==> config.mk <==
export PLATFORM = sky130hd
export DESIGN_NAME = mmio_tx_port_flat
export DESIGN_NICKNAME = d
export VERILOG_FILES = /design/src/rtl/mmio_pkg.sv /design/src/rtl/mmio_tx_port_if.sv /design/src/rtl/fifo_sync.sv /design/src/rtl/mmio_tx_port.sv /design/src/flat_wrapper.sv
export SDC_FILE = /design/constraint.sdc
export NUM_CORES = 1
export LEC_CHECK = 0
export ABC_AREA = 1
export BUFFER_PORTS_ARGS = -buffer_cell sky130_fd_sc_hd__clkbuf_2
export CORE_MARGIN = 2
export CORE_UTILIZATION = 35
export DETAILED_ROUTE_END_ITERATION = 10
export PLACE_DENSITY = 0.63
export SYNTH_ARGS = -nofsm -noshare
export SYNTH_HDL_FRONTEND = slang
export SYNTH_SLANG_ARGS = --single-unit
==> constraint.sdc <==
create_clock -name clk -period 7.8 [get_ports clk]
set_input_delay 2.34 -clock clk [delete_from_list [all_inputs] [get_ports clk]]
set_output_delay 2.34 -clock clk [all_outputs]
set_load 0.01 [all_outputs]
==> src/rtl/mmio_pkg.sv <==
// Register map and bit positions shared by the MMIO transmit port.
// Latency: n/a (constants only).
// Backpressure: n/a.
package mmio_pkg;

    localparam logic [31:0] DEFAULT_BASE = 32'h0000_1000;

    // Byte offsets of the three registers inside the window
    localparam logic [31:0] OFF_DATA   = 32'd0;
    localparam logic [31:0] OFF_STATUS = 32'd4;
    localparam logic [31:0] OFF_CTRL   = 32'd8;

    // STATUS bit positions
    localparam int ST_EMPTY   = 0;
    localparam int ST_FULL    = 1;
    localparam int ST_OVF     = 2;
    localparam int ST_CNT_LSB = 8;

    // CTRL bit positions
    localparam int CTRL_EN     = 0;
    localparam int CTRL_CLR    = 1;
    localparam int CTRL_OVFCLR = 2;

endpackage

==> src/rtl/mmio_tx_port_if.sv <==
// Core data-bus side and byte-stream side of the MMIO transmit port.
// Latency: n/a (signal bundle).
// Backpressure: TxValid/TxReady handshake on the stream side.
interface mmio_tx_port_if;
    logic        MemWrite;
    logic [31:0] Addr;
    logic [31:0] WriteData;
    logic        Hit;
    logic [31:0] RdData;
    logic [7:0]  TxData;
    logic        TxValid;
    logic        TxReady;

    // master: core plus downstream consumer; slave: the port itself
    modport master (
        output MemWrite, Addr, WriteData, TxReady,
        input  Hit, RdData, TxData, TxValid
    );
    modport slave (
        input  MemWrite, Addr, WriteData, TxReady,
        output Hit, RdData, TxData, TxValid
    );
endinterface

==> src/rtl/fifo_sync.sv <==
// Synchronous FIFO with clear; a push into a full FIFO is taken when a pop happens the same cycle.
// Latency: 1 cycle from push to dout/empty update.
// Backpressure: caller sees full; pushes refused while full unless paired with a pop; clr dominates.
module fifo_sync #(
    parameter int W     = 8,
    parameter int DEPTH = 16
) (
    input  logic             clk,
    input  logic             rst,
    input  logic             push,
    input  logic             pop,
    input  logic             clr,
    input  logic [W-1:0]     din,
    output logic [W-1:0]     dout,
    output logic             empty,
    output logic             full,
    output logic [$clog2(DEPTH):0] count
);
    localparam int AW = $clog2(DEPTH);
    localparam logic [AW:0]   FULL_CNT = (AW+1)'(DEPTH);
    localparam logic [AW:0]   CNT_ONE  = (AW+1)'(1);
    localparam logic [AW-1:0] PTR_ONE  = AW'(1);

    logic [W-1:0]  mem [DEPTH];
    logic [AW-1:0] wptr, rptr;
    logic [AW:0]   cnt;
    logic          do_push, do_pop;

    assign empty   = (cnt == '0);
    assign full    = (cnt == FULL_CNT);
    assign count   = cnt;
    assign dout    = mem[rptr];
    assign do_pop  = pop & ~empty;
    // A full FIFO can still take a byte when the head leaves on the same edge
    assign do_push = push & (~full | do_pop);

    // Storage write; cleared on reset so the head byte reads 0 afterwards
    always_ff @(posedge clk or negedge rst) begin
        if (!rst) begin
            for (int i = 0; i < DEPTH; i++) mem[i] <= '0;
        end else if (do_push && !clr) begin
            mem[wptr] <= din;
        end
    end

    // Pointer and occupancy tracking; clr empties and discards any same-cycle push/pop
    always_ff @(posedge clk or negedge rst) begin
        if (!rst) begin
            wptr <= '0;
            rptr <= '0;
            cnt  <= '0;
        end else if (clr) begin
            wptr <= '0;
            rptr <= '0;
            cnt  <= '0;
        end else begin
            if (do_push) wptr <= wptr + PTR_ONE;
            if (do_pop)  rptr <= rptr + PTR_ONE;
            if (do_push && !do_pop)      cnt <= cnt + CNT_ONE;
            else if (do_pop && !do_push) cnt <= cnt - CNT_ONE;
        end
    end
endmodule

==> src/rtl/mmio_tx_port.sv <==
// Memory-mapped byte transmit port: DATA/STATUS/CTRL window, FIFO-buffered stores drained to a consumer.
// Latency: store at edge k visible on TxData/TxValid and STATUS in cycle k+1; reads are combinational.
// Backpressure: TxReady low holds TxData; stores into a full FIFO are dropped and flagged in sticky ovf.
module mmio_tx_port
    import mmio_pkg::*;
#(
    parameter int          DEPTH = 16,
    parameter logic [31:0] BASE  = DEFAULT_BASE
) (
    input  logic          clk,
    input  logic          rst,
    mmio_tx_port_if.slave bus
);
    localparam int AW = $clog2(DEPTH);

    logic [31:0] off;
    logic        hit, wr, push, ctrl_wr, clr, ovfclr, pop, drop;
    logic        en, ovf, empty, full, tx_vld;
    logic [7:0]  head;
    logic [AW:0] cnt;
    logic [31:0] cnt_ext;
    logic [31:0] rd;
    logic        unused_bits;

    // Below-BASE addresses wrap to huge offsets, so one unsigned compare bounds the window
    assign off     = bus.Addr - BASE;
    assign hit     = (off[1:0] == 2'b00) && (off <= OFF_CTRL);
    assign wr      = bus.MemWrite & hit;
    assign push    = wr && (off == OFF_DATA);
    assign ctrl_wr = wr && (off == OFF_CTRL);
    assign clr     = ctrl_wr & bus.WriteData[CTRL_CLR];
    assign ovfclr  = ctrl_wr & bus.WriteData[CTRL_OVFCLR];
    assign tx_vld  = en & ~empty;
    assign pop     = tx_vld & bus.TxReady;
    assign drop    = push & full & ~pop;
    assign cnt_ext = 32'(cnt);

    assign unused_bits = ^{bus.WriteData[31:8], cnt_ext[31:8]};

    fifo_sync #(.W(8), .DEPTH(DEPTH)) u_fifo (
        .clk   (clk),
        .rst   (rst),
        .push  (push),
        .pop   (pop),
        .clr   (clr),
        .din   (bus.WriteData[7:0]),
        .dout  (head),
        .empty (empty),
        .full  (full),
        .count (cnt)
    );

    // Drain enable; only the en bit of CTRL is stored
    always_ff @(posedge clk or negedge rst) begin
        if (!rst)         en <= 1'b0;
        else if (ctrl_wr) en <= bus.WriteData[CTRL_EN];
    end

    // Sticky overflow; a drop in the same cycle as ovfclr leaves it set
    always_ff @(posedge clk or negedge rst) begin
        if (!rst)        ovf <= 1'b0;
        else if (drop)   ovf <= 1'b1;
        else if (ovfclr) ovf <= 1'b0;
    end

    // Register read mux; nothing here depends on TxReady
    always_comb begin
        rd = '0;
        if (hit) begin
            case (off)
                OFF_DATA:   if (!empty) rd[7:0] = head;
                OFF_STATUS: begin
                    rd[ST_EMPTY]          = empty;
                    rd[ST_FULL]           = full;
                    rd[ST_OVF]            = ovf;
                    rd[ST_CNT_LSB +: 8]   = cnt_ext[7:0];
                end
                OFF_CTRL:   rd[CTRL_EN] = en;
                default:    rd = '0;
            endcase
        end
    end

    assign bus.Hit     = hit;
    assign bus.RdData  = rd;
    assign bus.TxData  = head;
    assign bus.TxValid = tx_vld;
endmodule

==> src/flat_wrapper.sv <==
// flat-port wrapper written by rule: the top's interface ports become plain ports
module mmio_tx_port_flat import mmio_pkg::*;
#(
    parameter int          DEPTH = 16,
    parameter logic [31:0] BASE  = DEFAULT_BASE
)
  (clk, rst, bus_MemWrite, bus_Addr, bus_WriteData, bus_TxReady, bus_Hit, bus_RdData, bus_TxData, bus_TxValid);
  mmio_tx_port_if bus_i ();
  input  logic clk;
  input  logic rst;
  input wire logic [$bits(bus_i.MemWrite)-1:0] bus_MemWrite;
  input wire logic [$bits(bus_i.Addr)-1:0] bus_Addr;
  input wire logic [$bits(bus_i.WriteData)-1:0] bus_WriteData;
  input wire logic [$bits(bus_i.TxReady)-1:0] bus_TxReady;
  output wire logic [$bits(bus_i.Hit)-1:0] bus_Hit;
  output wire logic [$bits(bus_i.RdData)-1:0] bus_RdData;
  output wire logic [$bits(bus_i.TxData)-1:0] bus_TxData;
  output wire logic [$bits(bus_i.TxValid)-1:0] bus_TxValid;
  assign bus_i.MemWrite = bus_MemWrite;
  assign bus_i.Addr = bus_Addr;
  assign bus_i.WriteData = bus_WriteData;
  assign bus_i.TxReady = bus_TxReady;
  assign bus_Hit = bus_i.Hit;
  assign bus_RdData = bus_i.RdData;
  assign bus_TxData = bus_i.TxData;
  assign bus_TxValid = bus_i.TxValid;
  mmio_tx_port #(.DEPTH(DEPTH), .BASE(BASE)) u_core (.clk(clk), .rst(rst), .bus(bus_i));
endmodule
### Word level (Yosys, flattened, before mapping)

Index checks and enable logic that the tools add are counted.

* add/subtract/negate cells: 5
* order comparisons: 4
* eq/ne operators: 3
* multiplexer cells: 21
* bitwise logic cells: 15
* reduce and logical (&&, ||, !) cells: 17

Operator list (count)
* $bwmux W128: 1
* $bmux W8 S4: 1
* $demux W8 S4: 1
* $eq A32 B3 Y1 const B: 1
* $eq A32 B4 Y1 const B: 1
* $le A32 B4 Y1 const B: 1
* $logic_not A32 Y1: 1
* $mux W8: 4
* $sub A32 B13 Y32 const B: 1
* $mux W5: 5
* $mux W16: 1
* $mux W4: 4
* $ge A5 B5 Y1 const B: 2
* $not A4 Y5: 2
* $and A1 B1 Y1: 9
* $add A4 B1 Y4 const B: 2
* $logic_and A1 B1 Y1: 7
* $reduce_bool A2 Y1: 3
* $add A5 B1 Y5 const B: 1
* $eq A5 B5 Y1 const B: 1
* $logic_not A5 Y1: 1
* $lt A5 B1 Y1 const B: 1
* $sub A5 B1 Y5 const B: 1
* $pmux W2 S2: 1
* other kinds (7): 12

* register bits: 143
* bits of input ports: 68
* output and inout bits: 42

### Longest topological paths before layout

Gate-level depths: netlist of the first run.

* depth after elaboration: 12
* depth in mapped cells: 23

### By module

Synthesis of the first run repeated with hierarchy kept, for this count alone.

* cells, all modules: 1157
* area total of the unflattened synthesis: 8286.7 um^2

By module, submodules not included
* fifo_sync: times used 1, cells an instance 943, area an instance 7110.6 um^2, seq. area each 3528.4 um^2
* mmio_tx_port: times used 1, cells an instance 214, area an instance 1176.1 um^2, seq. area each 50.0 um^2

### Worst setup path after synthesis of the first run

OpenSTA, ideal clock, no wires.

* path kind: input-to-output
* from: in bus_Addr[7]
* to: out bus_RdData[1]
* arrival: 4.028 ns
* data required time: 5.460 ns
* slack: 1.432 ns
* stages on the path: 8
* path through: or2_2 -> nor4_1 -> nand3_1 -> nor2_1 -> nand4_1 -> nor3_1 -> nand2_1 -> nand2_1

* longest elaborated chain between the ends: 4

Ends and longest elaborated chain
* start, declared: RTL line flat_wrapper.sv:12 `input wire logic [$bits(bus_i.Addr)-1:0] bus_Addr;`
* $sub A32 B13 Y32 (*): RTL line mmio_tx_port.sv:26 `assign off = bus.Addr - BASE;`
* $le A32 B4 Y1, or another cell as far along: RTL line mmio_tx_port.sv:27 `assign hit = (off[1:0] == 2'b00) && (off <= OFF_CTRL);`
* $logic_and A1 B1 Y1 / $pmux W2 S2 (equally long branches): RTL line mmio_tx_port.sv:27, mmio_tx_port.sv:70
* $mux W16 (*): RTL line mmio_tx_port.sv:69 `if (hit) begin`
* end, declared: RTL line flat_wrapper.sv:16 `output wire logic [$bits(bus_i.RdData)-1:0] bus_RdData;`

Mark *: on every way between the ends. The rest lies on a longest branch, timed or not.

### Worst setup path in the final report of the first run

* from: in bus_Addr[7]
* to: out bus_RdData[5]

* longest elaborated chain between the ends: 4

Ends and longest elaborated chain (RTL line)
* $sub A32 B13 Y32 (*): mmio_tx_port.sv:26
* $le A32 B4 Y1 / $logic_not A32 Y1 (equally long branches): mmio_tx_port.sv:27, mmio_tx_port.sv:70
* $logic_and A1 B1 Y1 / $mux W5 (equally long branches): mmio_tx_port.sv:27, mmio_tx_port.sv:70
* $mux W16 (*): mmio_tx_port.sv:69

Marks and branches as above.

==> results of run 1 <==
## routing by layer
metal / global-route usage / wire (microns) / share of wire / vias up
li1: - / - / - / 3642
met1: 0.235 / 9750 / 0.44 / 3501
met2: 0.323 / 11300 / 0.51 / 176
met3: 0.0289 / 936 / 0.042 / 28
met4: 0.0622 / 355 / 0.016 / 0
met5: 0 / 0 / 0 / -
## worst max-delay path by stage
stage,start,endpoint,depth (start not counted)
2_1_floorplan,bus_Addr[7],bus_RdData[1],8
3_3_place_gp,bus_Addr[7],bus_RdData[4],8
3_5_place_dp,bus_Addr[7],bus_RdData[5],8
4_1_cts,bus_Addr[7],bus_RdData[5],8
5_1_grt,bus_Addr[7],bus_RdData[5],8
6_report,bus_Addr[7],bus_RdData[5],8
## cell type report
type,instances,area (sq um),area share
Timing Repair Buffer,73,414,0.0442
Multi-Input combinational cell,824,4090,0.437
Clock buffer,25,465,0.0497
Inverter,80,300,0.0321
Tap cell,319,399,0.0426
Sequential cell,143,3580,0.383
Clock inverter,7,110,0.0118
## power by group
part / switching, mW / total, mW / internal (mW) / leakage, nW
registers: 0.0000000168 / 0.742 / 0.742 / 1.98
logic: 0.0504 / 0.0652 / 0.0149 / 2.46
clock network: 0.313 / 0.822 / 0.509 / 0.283
## logic make-up after synthesis
kind of cell             synth area share
AO/OA/AOI/OAI                      0.0814
XOR/XNOR                           0.0105
adder cells (fa/ha/maj)            0.0174
buffers and inverters              0.0914
flip-flops                          0.428
multiplexers                       0.0383
other                            0.000448
AND/OR/NAND/NOR                     0.333
## layout by cell type (no fill, tap or decap), drive strengths merged, types with 4 or more instances in the layout
cell,netlist,layout
clkbuf,27,90
nor3,6,6
buf,46,8
nand4,4,4
inv,78,78
o21ai,46,46
a21oi,39,39
ha,10,10
dfrtp,143,143
nand3,173,173
nand2,351,351
mux2i,32,32
o211ai,33,33
conb,1,19
clkinv,2,6
nand3b,6,6
xor2,9,9
nor2,86,86
## worst max-delay path, delay by kind of cell
family | cells | cell delay (ns)
compound gates | 1 | 0.37
buf+inv | 2 | 0.22
simple gates | 5 | 1.85
## stage by stage
step | setup WS [ns] | instance area [sq um] | hold slack, ns | cells
floorplan | 1.43 | 8430 | 0.437 | 1120
global placement | 0.684 | 8780 | 0.448 | 1439
detailed placement | 0.659 | 8780 | 0.453 | 1439
CTS | 0.639 | 9360 | 0.467 | 1471
global route | 0.503 | 9360 | 0.481 | 1471
finish | 0.673 | 9360 | 0.464 | 1471
## state kept, by name, summed over array words and instances, names as in the netlist
name / cells
u_core.u_fifo.mem: 128
u_core.u_fifo.count: 5
u_core.u_fifo.rptr: 4
u_core.u_fifo.wptr: 4
u_core.en: 1
u_core.ovf: 1
==> run summary, run 1 <==
- **startpoint of the worst hold path** u_core.u_fifo.mem[29]
- **final number of max-transition violations** 0
- **launching element type of the critical path** primary input
- **run status** completed
- **top cells by count, synth** sky130_fd_sc_hd__nand2_1, sky130_fd_sc_hd__nand3_1, sky130_fd_sc_hd__dfrtp_1
- **TritonCTS clock tree** done
- **CP Cell Sequence** clkbuf_2 -> or2_2 -> nor4_1 -> o211ai_1 -> nor2_1 -> nand2_1 -> nor2_1 -> clkbuf_2
- **clock sinks** 143
- **largest clock skew in the final design** 0.00749 ns
- **initial cell density of the core** 0.356
- **cell types occupying the most area after synthesis** sky130_fd_sc_hd__dfrtp_1, sky130_fd_sc_hd__nand2_1, sky130_fd_sc_hd__nand3_1
- **post-CTS setup buffer count** 0
- **reg2reg start** u_core.u_fifo.count[0]
- **# hold bufs at CTS** 0
- **routed length per instance** 15.2 microns
- **worst slew slack as a fraction of its limit** 0.434
- **number of placed I/O pins** 110
- **DR iter-0 viols** 568
- **HP Class** reg -> reg
- **post-synthesis to final-layout area growth** 11.9%
- **data arrival time of the critical path** 4.79 ns
- **max-cap violation count** 0
- **Cells after Synth** 1102
- **number of standard-cell rows in the floorplan** 56
- **Critical Path Sink Type** output pin
- **half-perimeter wire length after placement** 14.7 mm
- **final core utilization** 0.399
- **total power** 1.63 mW
- **Post-layout nets** 1218
- **share of cells above drive strength 1** 0.113
- **slew of the pin with the lowest slew margin** 0.849 ns
- **Tmin final** 7.13 ns
- **async set-reset flop share out of synthesis** 1.00
- **CP max stage cell** sky130_fd_sc_hd__nor4_1
- **antenna-violating nets left** 0
- **Cell Pwr Density** 174 mW/mm^2
- **total gr overflow** 0
- **most common cell in the synthesized netlist** sky130_fd_sc_hd__nand2_1
- **ANT cells** 0
- **unrepaired setup endpoints after global routing** no
- **Crit Path Class** in -> out
- **number of synthesized flops with an enable pin** 0
- **setup slack on the worst flop-to-flop path** 4.47 ns
- **die span in x** 159 microns
- **final sum of negative setup slack** 0 ns
- **Clock Pin Slew Worst Setup and Hold Paths** 0.06 ns
- **global placer's final weighted congestion** 0.872
- **Max Root-Sink Buffers** 2
- **share of Yosys cell area claimed by the top area cell type** 0.428
- **Avg Cell Area, Syn** 7.59 sq um
- **Die ar.** 0.0252 sq mm
- **maximum single-stage delay on the critical path** 0.61 ns
- **Top FF cell, synth** sky130_fd_sc_hd__dfrtp_1
- **CP max FO** 5
- **maximum number of pins on one net before global-route repair** 82
- **clock tree root driver cell** sky130_fd_sc_hd__clkbuf_16
- **combined global-route utilization of all metal layers** 0.186
- **leakage power of the design** 4.72 nW
- **final-report hold violation count** 0
- **vias in the first global route** 6874
- **Warnings, synthesis** 0
- **Cell Area, Synth** 0.00836 sq mm
- **required time of the critical path** 5.46 ns
- **first drt pass iteration count** 5
- **Die Y-Extent** 159 microns
- **Skew-Pair Late Insertion Delay** 0.43 ns
- **logic depth of the worst register-to-register path** 18
- **count of fill cells added during filler insertion** 2486
- **proportion of synthesized chip area in sequential cells** 0.428
- **endpoints failing setup** 0
- **Routed WL** 22.3 mm
- **cell type with the largest total area after synthesis** sky130_fd_sc_hd__dfrtp_1
- **WHS Path Cells** 2
- **worst min-delay path endpoint** u_core.u_fifo.mem[29]
- **number of flip-flops and latches in the synthesized netlist** 143
- **Avg Vias per Cell** 4.99
- **Buffers on Ports** 66
- **global-route wire length before repair** 35.9 mm
- **Num CTS Buffers** 17
- **critical register-to-register path endpoint** u_core.u_fifo.count[4]
- **final worst-path cycle share** 0.914
- **synth unique cells** 36
- **Vias** 7347
- **maximum operating frequency** 0.140 GHz
- **area of the core region** 0.0235 sq mm
- **largest vdd supply drop** 0.000167 V
- **initial antenna violation count** 0
- **H-tree levels** 4
- **DRC violation count after routing** 0
- **count of instances resized after the clock tree is built** 0
No activity file was read; power rests on OpenSTA's default activity.
==> run 2, diff against run 1 <==
--- a/config.mk
+++ b/config.mk
@@ -5,8 +5,8 @@
 export SDC_FILE = /design/constraint.sdc
 export NUM_CORES = 1
 export LEC_CHECK = 0
-export ABC_AREA = 1
 export BUFFER_PORTS_ARGS = -buffer_cell sky130_fd_sc_hd__clkbuf_2
+export CORE_ASPECT_RATIO = 0.5
 export CORE_MARGIN = 2
 export CORE_UTILIZATION = 35
 export DETAILED_ROUTE_END_ITERATION = 10
==> run 2 against run 1 <==
  * First-iteration DRC count decreased by 51%
  * Die area decreased by 10%
  * Clock-buffer cell count decreased by 4
  * Clock power increased by 0.5%
  * Hold slack improved by 0.036 ns
  * Final cell count decreased by 43%
  * Total power decreased by 0.99%
  * Fmax increased by 8.5%
  * Combinational power decreased by 31%
  * Critical path type unchanged
  * Highest routed layer unchanged
==> run summary, run 2 <==
- **Clock Pin Slew Worst Setup and Hold Paths** 0.05 ns
- **Routed WL** 16.0 mm
- **cell types occupying the most area after synthesis** sky130_fd_sc_hd__dfrtp_1, sky130_fd_sc_hd__mux2_2, sky130_fd_sc_hd__mux4_2
- **Warnings, synthesis** 0
- **area of the core region** 0.0207 sq mm
- **Die Y-Extent** 107 microns
- **post-CTS setup buffer count** 0
- **maximum number of pins on one net before global-route repair** 86
- **HP Class** reg -> reg
- **proportion of synthesized chip area in sequential cells** 0.480
- **share of Yosys cell area claimed by the top area cell type** 0.480
- **Critical Path Sink Type** output pin
- **initial cell density of the core** 0.360
- **total gr overflow** 0
- **Setup WS post-layout** 1.23 ns
- **worst slew slack as a fraction of its limit** 0.289
- **number of standard-cell rows in the floorplan** 37
- **maximum operating frequency** 0.152 GHz
- **final sum of negative setup slack** 0 ns
- **most frequent CP cell** sky130_fd_sc_hd__clkbuf_2
- **combined global-route utilization of all metal layers** 0.153
- **Num CTS Buffers** 17
- **async set-reset flop share out of synthesis** 1.00
- **Max Root-Sink Buffers** 2
- **leakage power of the design** 4.07 nW
- **unrepaired setup endpoints after global routing** no
- **Cell Area, Synth** 0.00746 sq mm
- **required time of the critical path** 5.46 ns
- **ANT cells** 0
- **final number of max-transition violations** 0
- **global-route wire length before repair** 25.7 mm
- **Vias** 4370
- **Avg Cell Area, Syn** 14.8 sq um
- **Avg Vias per Cell** 5.17
- **largest vdd supply drop** 0.000143 V
- **clock sinks** 143
- **clock tree root driver cell** sky130_fd_sc_hd__clkbuf_16
- **TritonCTS clock tree** done
- **data arrival time of the critical path** 4.23 ns
- **met2 wirelength from detailed routing** 7.50 mm
- **Crit Path Class** in -> out
- **routed length per instance** 18.9 microns
- **Bufs and invs on worst path** 2
- **worst setup path startpoint** bus_Addr[7]
- **slew of the pin with the lowest slew margin** 1.07 ns
- **top cells by count, synth** sky130_fd_sc_hd__dfrtp_1, sky130_fd_sc_hd__mux2_2, sky130_fd_sc_hd__mux2_4
- **most used cells in the layout excluding fill and tap cells** sky130_fd_sc_hd__dfrtp_1, sky130_fd_sc_hd__mux2_2, sky130_fd_sc_hd__clkbuf_2, sky130_fd_sc_hd__mux2_4, sky130_fd_sc_hd__mux4_2
- **H-tree levels** 4
- **Post-layout nets** 639
- **family with the most delay on the worst path** simple AND/OR/NAND/NOR gates
- **CP Cell Sequence** clkbuf_2 -> nor4b_1 -> nand4_1 -> or3_1 -> a2111oi_0 -> o21a_1 -> clkbuf_2
- **metal1 wirelength** 7.37 mm
- **final-report hold violation count** 0
- **CP max stage cell** sky130_fd_sc_hd__or3_1
- **DR iter-0 viols** 279
- **vias in the first global route** 4589
- **top routing layer in use** met4
- **Tmin final** 6.57 ns
- **number of flip-flops and latches in the synthesized netlist** 143
- **most common cell in the synthesized netlist** sky130_fd_sc_hd__dfrtp_1
- **DRC violation count after routing** 0
- **count of fill cells added during filler insertion** 1878
- **Die ar.** 0.0226 sq mm
- **Cells after Synth** 504
- **half-perimeter wire length after placement** 10.6 mm
- **number of synthesized flops with an enable pin** 0
- **Buffers on Ports** 66
- **die span in x** 210 microns
- **count of instances resized after the clock tree is built** 0
- **number of placed I/O pins** 110
- **startpoint of the worst hold path** u_core.u_fifo.mem[42]
- **antenna-violating nets left** 0
- **post-synthesis to final-layout area growth** 13.7%
- **Top FF cell, synth** sky130_fd_sc_hd__dfrtp_1
- **# hold bufs at CTS** 0
- **Top reg by flops** u_core.u_fifo.mem
- **final worst-path cycle share** 0.842
- **reg2reg start** u_core.u_fifo.count[0]
- **synth unique cells** 48
- **Skew-Pair Late Insertion Delay** 0.41 ns
- **maximum single-stage delay on the critical path** 0.47 ns
- **initial antenna violation count** 1
- **pre-CTS WS** 1.23 ns
- **global placer's final weighted congestion** 0.729
- **total power** 1.61 mW
- **WL met3** 857 microns
- **CP max FO** 7
- **Largest register FFs** 128
- **max-cap violation count** 0
- **commonest non-fill, non-tap cell in the layout** sky130_fd_sc_hd__dfrtp_1
- **cell type with the largest total area after synthesis** sky130_fd_sc_hd__dfrtp_1
- **launching element type of the critical path** primary input
- **largest clock skew in the final design** 0.00755 ns
- **endpoints failing setup** 0
- **share of cells above drive strength 1** 0.498
- **run status** completed
- **first drt pass iteration count** 4
- **Cell Pwr Density** 190 mW/mm^2
## run 2: kinds of logic (layout without fill, tap and decap cells)
family,Yosys count,in the layout,share of synthesized area
DFF,143,143,0.480
adders and majority gates,11,11,0.0195
xor gates and xnor gates,8,8,0.00940
and+or+nand+nor,81,81,0.0661
muxes,175,175,0.346
buffers and inverters,58,108,0.0534
other,1,19,0.000503
AOI/OAI and AO/OA,27,27,0.0252
## run 2: power breakdown
group | switching (mW) | leakage [nW] | internal [mW]
Clock | 0.301 | 0.291 | 0.525
Combinational | 0.0345 | 1.78 | 0.0107
Sequential | 0.000000000967 | 2.00 | 0.742
## run 2: cell type report
cell class	count	area [sq um]	share of cell area
multi-input combinational	321	3550	0.419
sequential	143	3580	0.422
timing repair buffer	71	374	0.0441
tap	273	342	0.0403
clock buffer	21	470	0.0555
inverter	6	22.5	0.00266
clock inverter	10	136	0.0161
## run 2: final timing paths
check	slack (ns)	cells past startpoint	endpoint
worst min register to register	0.50	1	u_core.u_fifo.mem[42]
worst max-delay path	1.23	7	bus_RdData[1]
worst min-delay path	0.50	1	u_core.u_fifo.mem[42]
min in group asynchronous	1.88	1	u_core.u_fifo.mem[68]
max in group asynchronous	4.45	2	u_core.u_fifo.mem[8]
worst max register to register	4.51	10	u_core.u_fifo.count[4]
## run 2: worst register-to-register path, stage by stage, from the launching register on
cell and delay (ns):
sky130_fd_sc_hd__dfrtp_1 0.44, sky130_fd_sc_hd__or4_4 0.61, sky130_fd_sc_hd__o21ai_1 0.44, sky130_fd_sc_hd__ha_1 0.27
sky130_fd_sc_hd__inv_1 0.12, sky130_fd_sc_hd__fa_1 0.43, sky130_fd_sc_hd__a21o_1 0.21, sky130_fd_sc_hd__a21oi_1 0.17
sky130_fd_sc_hd__xnor2_1 0.09, sky130_fd_sc_hd__or3_1 0.30, sky130_fd_sc_hd__a21oi_1 0.15
## run 2: stage by stage
stage / util / cell area, sq um / cells / hold WS [ns]
after floorplan: - / 7520 / 522 / 0.474
after global placement: 0.380 / 7870 / 814 / 0.482
after detailed placement: 0.380 / 7870 / 814 / 0.488
after CTS: 0.409 / 8480 / 845 / 0.501
after global routing: 0.409 / 8480 / 845 / 0.515
final: 0.409 / 8480 / 845 / 0.500
## run 2: metal layers
metal | vias up | track usage
met2 | 124 | 0.251
met4 | 0 | 0.0503
met3 | 20 | 0.0354
met1 | 2285 | 0.202
li1 | 1941 | -
met5 | - | 0
